==> src/rtl/maze_pkg.sv <==
// Shared definitions for the maze move checker.
// Maze geometry, direction encoding, colour defaults, FSM state codes and
// the pixel-index helper shared by the checker and its edge scanner.
package maze_pkg;

    localparam int MAZE_W = 96;
    localparam int MAZE_H = 64;

    localparam logic [15:0] WALL_COLOR_DEF = 16'hFFFF;
    localparam logic [15:0] GOAL_COLOR_DEF = 16'h07E0;

    typedef enum logic [1:0] {
        DIR_UP    = 2'd0,
        DIR_DOWN  = 2'd1,
        DIR_LEFT  = 2'd2,
        DIR_RIGHT = 2'd3
    } dir_e;

    typedef logic [1:0] state_t;

    localparam state_t ST_IDLE   = 2'd0;
    localparam state_t ST_BOUNDS = 2'd1;
    localparam state_t ST_SCAN   = 2'd2;
    localparam state_t ST_DONE   = 2'd3;

    // index = y*96 + x, with the multiply done as two shifts
    function automatic logic [12:0] pix_index(input logic [6:0] x, input logic [5:0] y);
        logic [12:0] y13;
        y13 = {7'd0, y};
        return (y13 << 6) + (y13 << 5) + {6'd0, x};
    endfunction

endpackage

==> src/rtl/maze_edge_scan.sv <==
// Edge pixel index generator for the move checker.
// Walks the PSIZE pixels of the edge just beyond the sprite in direction
// dir, in increasing x (up/down) or increasing y (left/right).
//   start   : reload the walk at offset 0
//   step    : advance to the next pixel (ignored once the walk is finished)
//   index   : pixel index of the current offset
//   last    : current offset is the final one
//   running : walk still has pixels left to step through
module maze_edge_scan
    import maze_pkg::*;
#(
    parameter int PSIZE = 9
) (
    input  logic        clk,
    input  logic        reset,
    input  logic        start,
    input  logic        step,
    input  dir_e        dir,
    input  logic [6:0]  px,
    input  logic [5:0]  py,
    output logic [12:0] index,
    output logic        last,
    output logic        running
);

    localparam int CW = $clog2(PSIZE + 1);

    logic [CW-1:0] rem_q, rem_d;
    logic          run_q, run_d;
    logic [5:0]    off;
    logic [6:0]    ex;
    logic [5:0]    ey;

    // remaining-pixel down-counter; terminal count marks the last pixel
    always_comb begin
        rem_d = rem_q;
        run_d = run_q;
        if (start) begin
            rem_d = CW'(PSIZE - 1);
            run_d = 1'b1;
        end else if (step && run_q) begin
            if (rem_q == '0) begin
                run_d = 1'b0;
            end else begin
                rem_d = rem_q - CW'(1);
            end
        end
    end

    always_ff @(posedge clk) begin
        if (reset) begin
            rem_q <= '0;
            run_q <= 1'b0;
        end else begin
            rem_q <= rem_d;
            run_q <= run_d;
        end
    end

    always_comb begin
        off = 6'(PSIZE - 1) - 6'(rem_q);
        ex  = px;
        ey  = py;
        case (dir)
            DIR_UP: begin
                ex = px + {1'b0, off};
                ey = py - 6'd1;
            end
            DIR_DOWN: begin
                ex = px + {1'b0, off};
                ey = py + 6'(PSIZE);
            end
            DIR_LEFT: begin
                ex = px - 7'd1;
                ey = py + off;
            end
            default: begin
                ex = px + 7'(PSIZE);
                ey = py + off;
            end
        endcase
    end

    assign index   = pix_index(ex, ey);
    assign last    = (rem_q == '0);
    assign running = run_q;

endmodule

==> config.mk <==
export PLATFORM = sky130hd
export DESIGN_NAME = maze_edge_scan
export DESIGN_NICKNAME = d
export VERILOG_FILES = /design/src/rtl/maze_pkg.sv /design/src/rtl/maze_edge_scan.sv
export SDC_FILE = /design/constraint.sdc
export NUM_CORES = 1
export LEC_CHECK = 0
export BUFFER_PORTS_ARGS = -buffer_cell sky130_fd_sc_hd__buf_2
export CAP_MARGIN = 25
export CORE_MARGIN = 4
export CORE_UTILIZATION = 52
export CTS_CLUSTER_SIZE = 14
export DETAILED_ROUTE_END_ITERATION = 10
export GPL_ROUTABILITY_DRIVEN = 1
export PLACE_DENSITY = 0.88
export RECOVER_POWER = 25
export REMOVE_ABC_BUFFERS = 1
export SLEW_MARGIN = 20
export SYNTH_ARGS = -nofsm -noshare
export SYNTH_HDL_FRONTEND = slang
export SYNTH_SLANG_ARGS = --single-unit
==> constraint.sdc <==
create_clock -name clk -period 4.53 [get_ports clk]
set_input_delay 0 -clock clk [delete_from_list [all_inputs] [get_ports clk]]
set_output_delay 0 -clock clk [all_outputs]
set_load 0.02 [all_outputs]
==> flow_metrics.env <==
export IMPL_status="finished clean"
export IMPL_critPathMaxStageDelay_ns=0.50
export IMPL_hp_class="primary input to flop"
export IMPL_grt_pass1_vias=1104
export IMPL_final_nets=223
export IMPL_viasPerCell=5.52
export IMPL_required_ns=4.53
export IMPL_path_cells="inv_1 -> ha_4 -> xor2_1 -> o21ai_1 -> fa_2 -> a21o_1 -> a21oi_2 -> o21bai_1 -> a21oi_1 -> xnor2_1 -> fa_1 -> ha_1 -> inv_1 -> fa_1 -> inv_1 -> a21o_1 -> a21oi_2 -> o21bai_1 -> a21o_1 -> buf_2"
export IMPL_netlist_area_sq_um=1180
export IMPL_min_path_cells=3
export IMPL_dieWidth_microns=55.7
export IMPL_slew_headroom_pct=78.6
export IMPL_leakagePower_uw=0.000757
export IMPL_grt_max_degree=16
export IMPL_grt_pass1_wl_mm=4.31
export IMPL_setup_tns_ns=0
export IMPL_fin_crit_sh_pct=92.7
export IMPL_drive_gt1_share_pct=29.5
export IMPL_cp_num_buf_inv=4
export IMPL_yosys_top_cells_count="23 x ha_1, 22 x inv_1, 12 x xnor2_1"
export IMPL_insertion_delay_ns=0.25
export IMPL_synthArstFlopShare_pct=0
export IMPL_cts_buffer_depth=2
export IMPL_cts_sink_count=5
export IMPL_ys_types=38
export IMPL_start_util_pct=57.3
export IMPL_drc=0
export IMPL_firstDrtPassIters=4
export IMPL_cts_tree="done"
export IMPL_rows=16
export IMPL_avgSynthCellArea_sq_um=8.50
export IMPL_cp_start_kind="flop"
export IMPL_die_h_microns=55.7
export IMPL_r2r_cells=6
export IMPL_cts_max_level=1
export IMPL_r2r_end="rem_q[1]"
export IMPL_drtIter0Drc=32
export IMPL_io_buffers=33
export IMPL_core_area_sq_um=2060
export IMPL_ir_drop_mv=0.415
export IMPL_worstSetupPathType="flop to output pin"
export IMPL_synth_top_area_share_pct=24.4
export IMPL_die_area_sq_um=3100
export IMPL_gp_congestion=0.881
export IMPL_cts_buffers=3
export IMPL_synthToLayoutAreaGrowth_pct=21.6
export IMPL_holdWs_ns=0.118
export IMPL_cap_violations=0
export IMPL_critical_path_max_fanout=6
export IMPL_arrival_ns=4.20
export IMPL_r2r_start="rem_q[0]"
export IMPL_setup_viol=0
export IMPL_place_hpwl_mm=2.18
export IMPL_final_hold_violation_count=0
export IMPL_antenna_found_initial=0
export IMPL_clk_pin_slew_ns=0.05
export IMPL_wl_per_cell_microns=13.1
export IMPL_yosysMostFrequentCell="ha_1"
export IMPL_synth_area_top_cells="ha_1 24%, xnor2_1 8.9%, dfxtp_1 8.5%, inv_1 7.0%, fa_1 6.8%"
export IMPL_overflow=0
export IMPL_finalCriticalPeriod_ns=4.20
export IMPL_wl_met3_microns=201
export IMPL_root_buffer="clkbuf_4"
export IMPL_synth_main_ff_cell="dfxtp_1"
export IMPL_worstSetupEndpointType="output pin"
export IMPL_crit_family="adder cells"
export IMPL_fmax_mhz=238
export IMPL_synthesis_instances=139
export IMPL_diodes=0
export IMPL_grtUsageTotal_pct=16.5
export IMPL_ys_seq_elements=5
export IMPL_fin_skew_ns=0.00834
export IMPL_hold_end="rem_q[2]"
export IMPL_worst_pin_slew_ns=0.313
export IMPL_powerDensity_nw_per_um2=382
export IMPL_io_pins=34
export IMPL_drtAntennaViolNets=0
export IMPL_synth_area_leader_cell="ha_1"
export IMPL_min_delay_start="step"
export IMPL_ys_seq_area_share_pct=8.47
export IMPL_slew_violations=0
export IMPL_synth_edff_count=0
export IMPL_met2WireLength_mm=1.42
export IMPL_rsz0062_at_grt="no"
export IMPL_wl_met1_mm=1.01
export IMPL_dr_max_layer_used="met4"
export IMPL_synth_warnings=0
export IMPL_num_vias=1120
export IMPL_crit_slowest_cell="fa_1"
export IMPL_wirelength_mm=2.66
export IMPL_ff2ff_setup_slack_ns=3.00
## cells by family (layout without fill, tap and decap cells)
| family | count (synthesis) | in the layout | synth area share [%] |
|---|---|---|---|
| AO/OA/AOI/OAI | 33 | 33 | 20.6 |
| buffers and inverters | 24 | 61 | 8.47 |
| adder cells (fa/ha/maj) | 27 | 27 | 31.1 |
| flip-flops | 5 | 5 | 8.47 |
| XOR/XNOR | 19 | 19 | 15.9 |
| multiplexers | 2 | 2 | 1.80 |
| AND/OR/NAND/NOR | 29 | 29 | 13.7 |
## where the power goes
group          internal (uW)  switching (uW)
Sequential              45.4            3.16
Combinational            186             261
Clock                   33.4            19.1
Total                    265             284
## layout make-up
cell class / instances / area [sq um]
repair buffers: 35 / 183
clock buffers: 4 / 26.3
multi-input cells: 110 / 1010
flip-flops and latches: 5 / 105
fillers: 175 / 626
well taps: 27 / 33.8
inverters: 22 / 82.6
## per-layer routing
metal / GRT usage [%] / up-vias
li1: - / 551
met3: 5.34 / 4
met5: 0 / -
met2: 30.4 / 45
met4: 4.17 / 0
met1: 17.9 / 520
## worst max path at each step
stage	from	end	slack (ns)	cells after the start
2_1_floorplan	rem_q[0]	index[10]	0.56	18
3_3_place_gp	rem_q[0]	index[12]	0.36	21
3_5_place_dp	rem_q[0]	index[12]	0.16	20
4_1_cts	rem_q[0]	index[12]	0.003	20
5_1_grt	rem_q[0]	index[12]	0.05	20
6_report	rem_q[0]	index[12]	0.33	20
## placed cells by master, fill, tap and decap left out, types with 5 or more instances in the layout
cell,netlist,routed
buf_2,0,31
a21oi_1,9,7
xor2_1,5,5
a21o_1,8,8
xnor2_1,12,12
ha_1,23,22
nand2_1,8,8
nor2_1,7,8
o21bai_1,5,5
inv_1,22,22
## worst min-delay path: cells and delay by family
| family | cells | cell delay (ns) |
|---|---|---|
| buffers and inverters | 1 | 0.12 |
| AND/OR/NAND/NOR | 1 | 0.12 |
| AO/OA/AOI/OAI | 1 | 0.08 |
## sequential cells by signal (all words and copies together) (netlist names)
name / count
rem_q: 4
running: 1
## stage by stage
step / setup WS [ns] / utilization [%] / instances / cell area, sq um / power [uW]
floorplan: 0.562 / - / 137 / 1160 / 380
global placement: 0.360 / 66.1 / 197 / 1360 / 478
detailed placement: 0.159 / 66.1 / 197 / 1360 / 493
CTS: 0.00309 / 68.4 / 203 / 1410 / 549
global route: 0.0481 / 69.7 / 203 / 1440 / 601
finish: 0.331 / 69.7 / 203 / 1440 / 548
## repair_timing
item                                    4_1_cts  5_1_grt
hold buffers                                  2        0
buffers inserted                              0        0
pin swaps                                     0        0
gates resized for setup                       1        8
endpoints found under the hold margin         2        0
endpoints found under the setup margin        2        3
Note: power is estimated with default switching activity, not from simulation.
